--- src/rtl/seq_pattern_gen_if.sv ---
// -----------------------------------------------------------------------------
// seq_pattern_gen_if
// Control and serial-output bundle of the serial pattern generator.
//   master : the side that loads a job (start, pattern, len, reps, abort)
//            and watches the serial stream.
//   slave  : the generator itself.
// Signals:
//   start, abort           job request / cancel
//   pattern[PAT_W], len, reps  job description, captured on start
//   busy, done             job status
//   dout, dout_vld, frame_start  serial stream
// -----------------------------------------------------------------------------
interface seq_pattern_gen_if #(
  parameter int PAT_W = 8,
  parameter int LEN_W = 4,
  parameter int REP_W = 4
);
  logic             start;
  logic [PAT_W-1:0] pattern;
  logic [LEN_W-1:0] len;
  logic [REP_W-1:0] reps;
  logic             abort;
  logic             busy;
  logic             dout;
  logic             dout_vld;
  logic             frame_start;
  logic             done;

  modport master (
    output start, pattern, len, reps, abort,
    input  busy, dout, dout_vld, frame_start, done
  );

  modport slave (
    input  start, pattern, len, reps, abort,
    output busy, dout, dout_vld, frame_start, done
  );
endinterface

--- src/rtl/seq_pattern_gen.sv ---
// -----------------------------------------------------------------------------
// seq_pattern_gen
// Serial bit-pattern transmitter. A job (pattern, length, repeat count) is
// captured on start in IDLE and shifted out MSB-first, one bit per clock,
// with GAP idle cycles between frames. reps = 0 repeats until abort.
//
// Ports:
//   clk  : clock, rising edge
//   rst  : asynchronous active-high reset
//   bus  : seq_pattern_gen_if.slave
//          in : start, pattern, len, reps, abort
//          out: busy, dout, dout_vld, frame_start, done (all registered)
//
// Optional feature (macro SEQGEN_PARITY_EN): each frame is followed by one
// even-parity bit over the len transmitted bits.
// -----------------------------------------------------------------------------
module seq_pattern_gen #(
  parameter int PAT_W = 8,
  parameter int LEN_W = 4,
  parameter int REP_W = 4,
  parameter int GAP   = 2
) (
  input  logic                clk,
  input  logic                rst,
  seq_pattern_gen_if.slave    bus
);

  localparam int CNT_W    = (PAT_W > 1) ? $clog2(PAT_W) : 1;
  localparam int GAP_W    = (GAP > 1) ? $clog2(GAP) : 1;
  localparam int GAP_LOAD = (GAP > 0) ? GAP - 1 : 0;

  typedef enum logic [2:0] {
    S_IDLE,
    S_SHIFT,
    S_GAP,
    S_DONE
`ifdef SEQGEN_PARITY_EN
    , S_PARITY
`endif
  } state_t;

  // State, counters and captured job. The state register always describes
  // what the registered outputs show in the current cycle.
  state_t           r_state;
  logic [CNT_W-1:0] r_bitcnt;
  logic [CNT_W-1:0] r_len_m1;
  logic [REP_W-1:0] r_repcnt;
  logic [GAP_W-1:0] r_gapcnt;
  logic [PAT_W-1:0] r_pattern;
  logic             r_busy;
  logic             r_dout;
  logic             r_dout_vld;
  logic             r_frame_start;
  logic             r_done;

  state_t           w_state_nxt;
  logic [CNT_W-1:0] w_bitcnt_nxt;
  logic [CNT_W-1:0] w_len_m1_nxt;
  logic [REP_W-1:0] w_repcnt_nxt;
  logic [GAP_W-1:0] w_gapcnt_nxt;
  logic [PAT_W-1:0] w_pattern_nxt;
  logic [LEN_W-1:0] w_len_m1_raw;
  logic [CNT_W-1:0] w_len_eff_m1;
  logic             w_frame_end;
  logic             w_new_frame;
  logic             w_dout_nxt;
  logic             w_dout_vld_nxt;

`ifdef SEQGEN_PARITY_EN
  logic r_parity;
  logic w_parity_nxt;
  logic w_cap_parity;

  // Even parity over the bits that will actually be sent (indices 0..len-1).
  always_comb begin
    w_cap_parity = 1'b0;
    for (int i = 0; i < PAT_W; i++) begin
      if (i <= int'(w_len_eff_m1)) w_cap_parity = w_cap_parity ^ bus.pattern[i];
    end
  end

  assign w_frame_end = (r_state == S_PARITY);
`else
  assign w_frame_end = (r_state == S_SHIFT) && (r_bitcnt == '0);
`endif

  // Length 0 or anything beyond PAT_W means a full-width frame.
  always_comb begin
    w_len_m1_raw = bus.len - LEN_W'(1);
    if (bus.len == '0 || bus.len > LEN_W'(PAT_W)) w_len_eff_m1 = CNT_W'(PAT_W - 1);
    else                                            w_len_eff_m1 = w_len_m1_raw[CNT_W-1:0];
  end

  // NOTE: every signal driven here gets a default first, so no path through
  // the branches below can leave one unassigned and infer a latch.
  always_comb begin
    w_state_nxt   = r_state;
    w_bitcnt_nxt  = r_bitcnt;
    w_len_m1_nxt  = r_len_m1;
    w_repcnt_nxt  = r_repcnt;
    w_gapcnt_nxt  = r_gapcnt;
    w_pattern_nxt = r_pattern;
`ifdef SEQGEN_PARITY_EN
    w_parity_nxt  = r_parity;
`endif
    w_new_frame   = 1'b0;

    if (r_state == S_IDLE) begin
      // abort wins over a simultaneous start
      if (bus.start && !bus.abort) begin
        w_state_nxt   = S_SHIFT;
        w_pattern_nxt = bus.pattern;
        w_len_m1_nxt  = w_len_eff_m1;
        w_bitcnt_nxt  = w_len_eff_m1;
        w_repcnt_nxt  = bus.reps;
`ifdef SEQGEN_PARITY_EN
        w_parity_nxt  = w_cap_parity;
`endif
        w_new_frame   = 1'b1;
      end
    end else if (bus.abort) begin
      w_state_nxt = S_IDLE;
    end else if (w_frame_end) begin
      // repcnt == 0 marks continuous mode: it is never decremented, and a
      // counted job leaves for DONE before its counter could reach 0 here.
      if (r_repcnt == REP_W'(1)) begin
        w_repcnt_nxt = '0;
        w_state_nxt  = S_DONE;
      end else begin
        if (r_repcnt != '0) w_repcnt_nxt = r_repcnt - REP_W'(1);
        if (GAP > 0) begin
          w_state_nxt  = S_GAP;
          w_gapcnt_nxt = GAP_W'(GAP_LOAD);
        end else begin
          w_state_nxt  = S_SHIFT;
          w_bitcnt_nxt = r_len_m1;
          w_new_frame  = 1'b1;
        end
      end
    end else begin
      case (r_state)
        S_SHIFT: begin
          if (r_bitcnt != '0) w_bitcnt_nxt = r_bitcnt - CNT_W'(1);
`ifdef SEQGEN_PARITY_EN
          else                w_state_nxt  = S_PARITY;
`endif
        end
        S_GAP: begin
          if (r_gapcnt != '0) begin
            w_gapcnt_nxt = r_gapcnt - GAP_W'(1);
          end else begin
            w_state_nxt  = S_SHIFT;
            w_bitcnt_nxt = r_len_m1;
            w_new_frame  = 1'b1;
          end
        end
        S_DONE:  w_state_nxt = S_IDLE;
        default: w_state_nxt = S_IDLE;
      endcase
    end

    // Outputs are derived from the next state so they register in step with it.
    w_dout_nxt     = 1'b0;
    w_dout_vld_nxt = 1'b0;
    if (w_state_nxt == S_SHIFT) begin
      w_dout_nxt     = w_pattern_nxt[w_bitcnt_nxt];
      w_dout_vld_nxt = 1'b1;
    end
`ifdef SEQGEN_PARITY_EN
    if (w_state_nxt == S_PARITY) begin
      w_dout_nxt     = w_parity_nxt;
      w_dout_vld_nxt = 1'b1;
    end
`endif
  end

  // NOTE: state is updated with non-blocking assignments so every register
  // samples pre-edge values, independent of statement order.
  always_ff @(posedge clk or posedge rst) begin
    if (rst) begin
      r_state       <= S_IDLE;
      r_bitcnt      <= '0;
      r_len_m1      <= '0;
      r_repcnt      <= '0;
      r_gapcnt      <= '0;
      r_pattern     <= '0;
`ifdef SEQGEN_PARITY_EN
      r_parity      <= 1'b0;
`endif
      r_busy        <= 1'b0;
      r_dout        <= 1'b0;
      r_dout_vld    <= 1'b0;
      r_frame_start <= 1'b0;
      r_done        <= 1'b0;
    end else begin
      r_state       <= w_state_nxt;
      r_bitcnt      <= w_bitcnt_nxt;
      r_len_m1      <= w_len_m1_nxt;
      r_repcnt      <= w_repcnt_nxt;
      r_gapcnt      <= w_gapcnt_nxt;
      r_pattern     <= w_pattern_nxt;
`ifdef SEQGEN_PARITY_EN
      r_parity      <= w_parity_nxt;
`endif
      r_busy        <= (w_state_nxt != S_IDLE);
      r_dout        <= w_dout_nxt;
      r_dout_vld    <= w_dout_vld_nxt;
      r_frame_start <= w_new_frame;
      r_done        <= (w_state_nxt == S_DONE);
    end
  end

  assign bus.busy        = r_busy;
  assign bus.dout        = r_dout;
  assign bus.dout_vld    = r_dout_vld;
  assign bus.frame_start = r_frame_start;
  assign bus.done        = r_done;

endmodule

--- src/flat_wrapper.sv ---
// flat-port wrapper written by rule: the top's interface ports become plain ports
module seq_pattern_gen_flat 
#(
  parameter int PAT_W = 8,
  parameter int LEN_W = 4,
  parameter int REP_W = 4,
  parameter int GAP   = 2
)
  (clk, rst, bus_start, bus_pattern, bus_len, bus_reps, bus_abort, bus_busy, bus_dout, bus_dout_vld, bus_frame_start, bus_done);
  seq_pattern_gen_if #(.PAT_W(PAT_W), .LEN_W(LEN_W), .REP_W(REP_W)) bus_i ();
  input  logic clk;
  input  logic rst;
  input wire logic [$bits(bus_i.start)-1:0] bus_start;
  input wire logic [$bits(bus_i.pattern)-1:0] bus_pattern;
  input wire logic [$bits(bus_i.len)-1:0] bus_len;
  input wire logic [$bits(bus_i.reps)-1:0] bus_reps;
  input wire logic [$bits(bus_i.abort)-1:0] bus_abort;
  output wire logic [$bits(bus_i.busy)-1:0] bus_busy;
  output wire logic [$bits(bus_i.dout)-1:0] bus_dout;
  output wire logic [$bits(bus_i.dout_vld)-1:0] bus_dout_vld;
  output wire logic [$bits(bus_i.frame_start)-1:0] bus_frame_start;
  output wire logic [$bits(bus_i.done)-1:0] bus_done;
  assign bus_i.start = bus_start;
  assign bus_i.pattern = bus_pattern;
  assign bus_i.len = bus_len;
  assign bus_i.reps = bus_reps;
  assign bus_i.abort = bus_abort;
  assign bus_busy = bus_i.busy;
  assign bus_dout = bus_i.dout;
  assign bus_dout_vld = bus_i.dout_vld;
  assign bus_frame_start = bus_i.frame_start;
  assign bus_done = bus_i.done;
  seq_pattern_gen #(.PAT_W(PAT_W), .LEN_W(LEN_W), .REP_W(REP_W), .GAP(GAP)) u_core (.clk(clk), .rst(rst), .bus(bus_i));
endmodule
--- config.mk ---
export PLATFORM = sky130hd
export DESIGN_NAME = seq_pattern_gen_flat
export DESIGN_NICKNAME = d
export VERILOG_FILES = /design/src/rtl/seq_pattern_gen_if.sv /design/src/rtl/seq_pattern_gen.sv /design/src/flat_wrapper.sv
export SDC_FILE = /design/constraint.sdc
export NUM_CORES = 1
export LEC_CHECK = 0
export BUFFER_PORTS_ARGS = -buffer_cell sky130_fd_sc_hd__buf_2
export CAP_MARGIN = 20
export CORE_ASPECT_RATIO = 0.7
export CORE_UTILIZATION = 55
export DETAILED_ROUTE_END_ITERATION = 6
export PLACE_DENSITY = 0.87
export SLEW_MARGIN = 20
export SYNTH_ARGS = -nofsm -noshare
export SYNTH_HDL_FRONTEND = slang
export SYNTH_SLANG_ARGS = --single-unit
--- constraint.sdc ---
create_clock -name clk -period 3 [get_ports clk]
set_clock_uncertainty 0.1 [all_clocks]
set_input_delay 0.3 -clock clk [delete_from_list [all_inputs] [get_ports clk]]
set_output_delay 0.3 -clock clk [all_outputs]
set_load 0.03 [all_outputs]
### Yosys cells after proc, flatten, opt, wreduce, memory -nomap -nowiden

Index checks and enable logic that the tools add are counted.

| storage, ports and cells | value |
|---|---|
| register bits | 27 |
| bits of input ports | 20 |
| output and inout bits | 5 |
| logic and storage cells | 80 |

| operators by class | value |
|---|---|
| add/subtract/negate cells | 4 |
| magnitude comparators | 2 |
| eq/ne operators | 8 |
| mux-type cells | 37 |
| bitwise operators | 2 |
| reductions and logical operators | 16 |

Operator list:

| cell | count |
|---|---|
| $mux 3 | 12 |
| $mux 4 | 6 |
| $mux 8 | 2 |
| $mux 1 | 14 |
| $pmux 3 s2 | 2 |
| $reduce_bool 3->1 | 3 |
| $reduce_and 4->1 | 2 |
| $eq 3x1->1 const B | 2 |
| $eq 3x2->1 const B | 2 |
| $logic_not 3->1 | 2 |
| $sub 3x1->3 const B | 2 |
| $eq 4x1->1 const B | 1 |
| $gt 4x4->1 const B | 1 |
| $logic_not 4->1 | 1 |
| $lt 3x4->1 const B | 1 |
| $ne 2x2->1 const B | 2 |
| $reduce_bool 2->1 | 2 |
| $reduce_bool 4->1 | 1 |
| $sub 4x1->4 const B | 1 |
| $bmux 1 s3 | 1 |
| $logic_and 1x1->1 | 2 |
| $ne 2x1->1 const B | 1 |
| $not 1->1 | 2 |
| $reduce_and 2->1 | 1 |
| 3 further kinds | 3 |

### Depth between registers and ports, before layout

| logic depth | value |
|---|---|
| depth in word-level cells | 9 |
| gate-level depth with buffers | 11 |
| mapped depth without buffers | 10 |

### Least setup slack after synthesis

Ideal clock, no wire load.

| path | value |
|---|---|
| kind | register to register |
| from | register u_core.r_bitcnt[1] |
| to | register u_core.r_dout (netlist: u_core.bus.dout) |
| setup time | 0.080 ns |
| arrival time | 1.970 ns |
| required time | 2.820 ns |
| path slack | 0.851 ns |
| cell stages (with the launch flop) | 12 |
| buffers on the path | 1 |
| clock period less this slack | 2.149 ns |
| cell sequence | dfrtp_1 > inv_1 > ha_1 > nand2b_1 > a21oi_2 > nor3_4 > mux2i_1 > o221a_1 > buf_6 > mux2i_1 > mux2_2 > o22ai_2 |

| between the ends | value |
|---|---|
| cells in the longest elaborated chain, start to end | 9 |
| elaborated cells between the ends (all ways) | 18 |
| those cells by class | 1 x add/sub; 1 x eq/ne; 13 x mux; 3 x reduce/logical |

RTL lines:

| item | line | text |
|---|---|---|
| from (decl) | seq_pattern_gen.sv:45 | `logic [CNT_W-1:0] r_bitcnt;` |
| from (signal assigned) | seq_pattern_gen.sv:197 | `r_bitcnt <= w_bitcnt_nxt;` |
| $reduce_bool 3->1 | seq_pattern_gen.sv:143 | `if (r_bitcnt != '0) w_bitcnt_nxt = r_bitcnt - CNT_W'(1);` |
| $mux 3 | seq_pattern_gen.sv:143 |  |
| $pmux 3 s2 | seq_pattern_gen.sv:141 | `case (r_state)` |
| $mux 3 * | seq_pattern_gen.sv:123 | `end else if (w_frame_end) begin` |
| $mux 3 * | seq_pattern_gen.sv:121 | `end else if (bus.abort) begin` |
| $mux 3 * | seq_pattern_gen.sv:108 | `if (r_state == S_IDLE) begin` |
| named net u_core.w_bitcnt_nxt[0] | seq_pattern_gen.sv:57 | `logic [CNT_W-1:0] w_bitcnt_nxt;` |
| $bmux 1 s3 * | seq_pattern_gen.sv:166 | `w_dout_nxt = w_pattern_nxt[w_bitcnt_nxt];` |
| $mux 1 (implied by the code) * | seq_pattern_gen.sv:166 |  |
| $mux 1 * | seq_pattern_gen.sv:165 | `if (w_state_nxt == S_SHIFT) begin` |
| named net u_core.w_dout_nxt | seq_pattern_gen.sv:66 | `logic w_dout_nxt;` |
| to (signal assigned) | seq_pattern_gen.sv:206 | `r_dout <= w_dout_nxt;` |
| to (decl) | seq_pattern_gen.sv:51 | `logic r_dout;` |

Mark *: on every way through the listed nets, which the timed path passes. The rest lies on a longest branch. The select of a mux whose other input is x is not followed.
A chain may end at the register's enable or synchronous reset.

### Final worst setup path

| path | value |
|---|---|
| from | register u_core.r_bitcnt[1] |
| to | register u_core.r_dout (netlist: u_core.bus.dout) |

| between the ends | value |
|---|---|
| cells in the longest elaborated chain, start to end | 9 |
| elaborated cells between the ends (all ways) | 18 |
| those cells by class | 1 x add/sub; 1 x eq/ne; 13 x mux; 3 x reduce/logical |

RTL lines:

| item | line |
|---|---|
| $sub 3x1->3 or $reduce_bool 3->1 (tied branches) | seq_pattern_gen.sv:143 |
| $mux 3 | seq_pattern_gen.sv:143 |
| $pmux 3 s2 | seq_pattern_gen.sv:141 |
| $mux 3 | seq_pattern_gen.sv:123 |
| $mux 3 | seq_pattern_gen.sv:121 |
| $mux 3 | seq_pattern_gen.sv:108 |
| $bmux 1 s3 | seq_pattern_gen.sv:166 |
| $mux 1 (implied by the code) | seq_pattern_gen.sv:166 |
| $mux 1 * | seq_pattern_gen.sv:165 |
| named net u_core.w_dout_nxt | seq_pattern_gen.sv:66 |

Marks and branches as above.

==> flow_metrics.env <==
export IMPL_status="complete, no violations"
export IMPL_hpwl_mm=2.435
export IMPL_initial_core_util_pct=59.75
export IMPL_wl_per_cell_um=15.33
export IMPL_max_slew_margin_pct=36.76
export IMPL_first_global_vias=1168
export IMPL_die_area_mm2=0.002948
export IMPL_diodes=0
export IMPL_clock_root_buffer="clkbuf_8"
export IMPL_initialDrtViolationCount=66
export IMPL_synthArstFlopShare_pct=100.0
export IMPL_min_period_ps=2635
export IMPL_end_kind="register"
export IMPL_drc=0
export IMPL_routed_wl_mm=3.312
export IMPL_fmax_mhz=379.6
export IMPL_arrival_ps=2740
export IMPL_postLayoutCellArea_mm2=0.001692
export IMPL_synthCells=157
export IMPL_syn_avg_cell_area_um2=9.571
export IMPL_dr_total_vias=1227
export IMPL_cts_clk_slew_worst_paths_ps=100
export IMPL_hold_path_class="in -> async"
export IMPL_worst_path_max_fanout=5
export IMPL_cts_buffer_depth=2
export IMPL_critPathKind="reg -> reg"
export IMPL_finalSetupTns_ps=0
export IMPL_avgViaCountPerCell=5.681
export IMPL_yosysWarningCount=0
export IMPL_dieHeight_um=45.73
export IMPL_synth_top_cell_area_share_pct=44.96
export IMPL_multi_input_area_um2=747.0
export IMPL_nFillCells=192
export IMPL_die_x_um=64.48
export IMPL_worstSetupStartpointType="register"
export IMPL_dr_pass1_iters=4
export IMPL_grt_usage_pct=25.14
export IMPL_cts_tree="built"
export IMPL_required_ps=3100
export IMPL_synthTopCellsByArea="dfrtp_1 45%, nand2_1 7.7%, ha_1 4.2%"
export IMPL_finalCoreUtilization_pct=67.26
export IMPL_powerDensity_mw_per_mm2=565.3
export IMPL_maxCapViolCount=0
export IMPL_peakVddDrop_v=0.0004391
export IMPL_clock_latency_ps=280
export IMPL_seq_area_frac_synth_pct=44.96
export IMPL_p_leak_nw=0.8213
export IMPL_cts_made_buffers=3
export IMPL_layout_drive_gt1_share_pct=24.73
export IMPL_syn_area_mm2=0.001503
export IMPL_globalplace_congestion=0.9750
export IMPL_grt_pass1_wl_mm=5.457
export IMPL_cts_setup_buffers=0
export IMPL_fin_crit_sh_pct=87.82
export IMPL_ff_latch_area_um2=675.6
export IMPL_synth_ff_type="dfrtp_1"
export IMPL_clock_sinks=27
export IMPL_core_area_mm2=0.002515
export IMPL_worstMarginPinSlew_ps=942.7
export IMPL_htreeDepth=1
export IMPL_area_delta_synth_final_pct=12.57
export IMPL_ys_types=47
export IMPL_synth_edf_count=0
export IMPL_portBuffers=24
export IMPL_whs_ps=4.236
export IMPL_grt_max_degree=28
export IMPL_cts_hold_buf=0
export IMPL_postRouteAntennaNets=0
export IMPL_antenna_found_initial=0
export IMPL_final_hold_viol_count=0
export IMPL_place_area_mm2=0.001642
export IMPL_yosys_area_top_type="dfrtp_1"
export IMPL_syn_nets=182
export IMPL_rsz0062_at_grt="no"
export IMPL_drv_slew=0
export IMPL_synth_seq_cells=27
export IMPL_ios=25
export IMPL_cts_resized=0
export IMPL_rows=15
export IMPL_overflow=0
export IMPL_setup_viol=0
export IMPL_fin_nets=208
[report_power, final]
part           leakage (nW)  switching [W]  internal [W]
Sequential            0.334      0.0000523      0.000427
Combinational         0.461       0.000149      0.000111
Clock                0.0261       0.000120     0.0000976
[flip-flops by register name (all words and copies together), names as in the netlist]
name and flops:
u_core.bus.frame_start 1, u_core.bus.busy 1, u_core.r_pattern 8, u_core.r_gapcnt 1, u_core.bus.dout 1, u_core.bus.done 1
u_core.r_repcnt 4, u_core.r_bitcnt 3, u_core.r_state 3, u_core.r_len_m1 3, u_core.bus.dout_vld 1
[logic make-up (layout without fill, tap and decap cells)]
family | Yosys count | count (layout) | share of synthesized area [%]
and+or+nand+nor | 67 | 67 | 23.57
AOI/OAI and AO/OA | 32 | 32 | 15.07
DFF | 27 | 27 | 44.96
buffers and inverters | 15 | 40 | 5.328
muxes | 8 | 8 | 5.495
adders and majority gates | 5 | 5 | 4.163
xor gates and xnor gates | 2 | 2 | 1.166
other | 1 | 1 | 0.2496
[path summary, 6_finish.rpt]
kind                            depth (start not counted)                   to  slack, ps                 from
worst max-delay path                                   10      u_core.bus.dout        370   u_core.r_bitcnt[1]
worst min-delay path                                    2   u_core.r_repcnt[2]          4                  rst
worst max register to register                         10      u_core.bus.dout        370   u_core.r_bitcnt[1]
worst min register to register                          2  u_core.r_pattern[1]        390  u_core.r_pattern[1]
max in group asynchronous                               2  u_core.bus.dout_vld       2370                  rst
min in group clk                                        3  u_core.r_pattern[5]        140       bus_pattern[5]
[cells in the mapped netlist (2+ instances only)]
library cell / count
nand2_1: 31
dfrtp_1: 27
nor2_1: 11
inv_1: 9
o21ai_0: 8
a21oi_1: 7
mux2i_1: 6
ha_1: 5
nand2b_1: 4
a211oi_1: 2
a31oi_1: 2
buf_4: 2
buf_6: 2
mux2_2: 2
nand2_2: 2
nor2b_1: 2
nor3_1: 2
nor3_2: 2
nor3b_1: 2
o21a_1: 2
[area by class of cell]
class	count	share of cell area [%]
clock buffer	3	2.441
clock inverter	1	0.5178
inverter	9	1.997
multi-input combinational	115	44.16
sequential	27	39.94
tap	34	2.515
timing repair buffer	27	8.432
[stage by stage]
step	cells	power, W	setup WS, ps
CTS	216	0.0009566	389.1
global route	216	0.001010	253.3
floorplan	157	0.0006693	850.8
finish	216	0.0009563	365.3
detailed placement	212	0.0007360	530.8
global placement	212	0.0007131	643.2
[critical path, cell delays in order (launching register included)]
cell and delay, ps:
dfrtp_1 460, inv_1 110, ha_1 230, nand2b_1 150, a21oi_2 90, nor3_4 230, mux2i_1 230, o221a_1 380
mux2i_1 120, mux2_2 280, o22ai_2 170
[cell usage in the layout (no fill, tap or decap), types with 2 or more instances in the layout]
cell type | netlist | final
nand2_1 | 31 | 31
nor3_1 | 2 | 2
nand2_2 | 2 | 2
o21a_1 | 2 | 2
o21ai_0 | 8 | 8
ha_1 | 5 | 5
nor2_1 | 11 | 11
dfrtp_1 | 27 | 27
clkbuf_8 | 0 | 3
nand2b_1 | 4 | 4
nor2b_1 | 2 | 2
nor3_2 | 2 | 2
a31oi_1 | 2 | 2
mux2i_1 | 6 | 6
a211oi_1 | 2 | 2
a21oi_1 | 7 | 7
nor3b_1 | 2 | 2
buf_2 | 1 | 24
mux2_2 | 2 | 2
buf_4 | 2 | 3
inv_1 | 9 | 8
[metal layers]
| layer | global-route usage (%) | part of all wire (%) |
|---|---|---|
| met2 | 40.84 | 47 |
| met3 | 7.000 | 8.5 |
| met1 | 33.66 | 44 |
| met4 | 7.111 | 0.12 |
| met5 | 0 | 0 |
No activity file was read; power rests on OpenSTA's default activity.
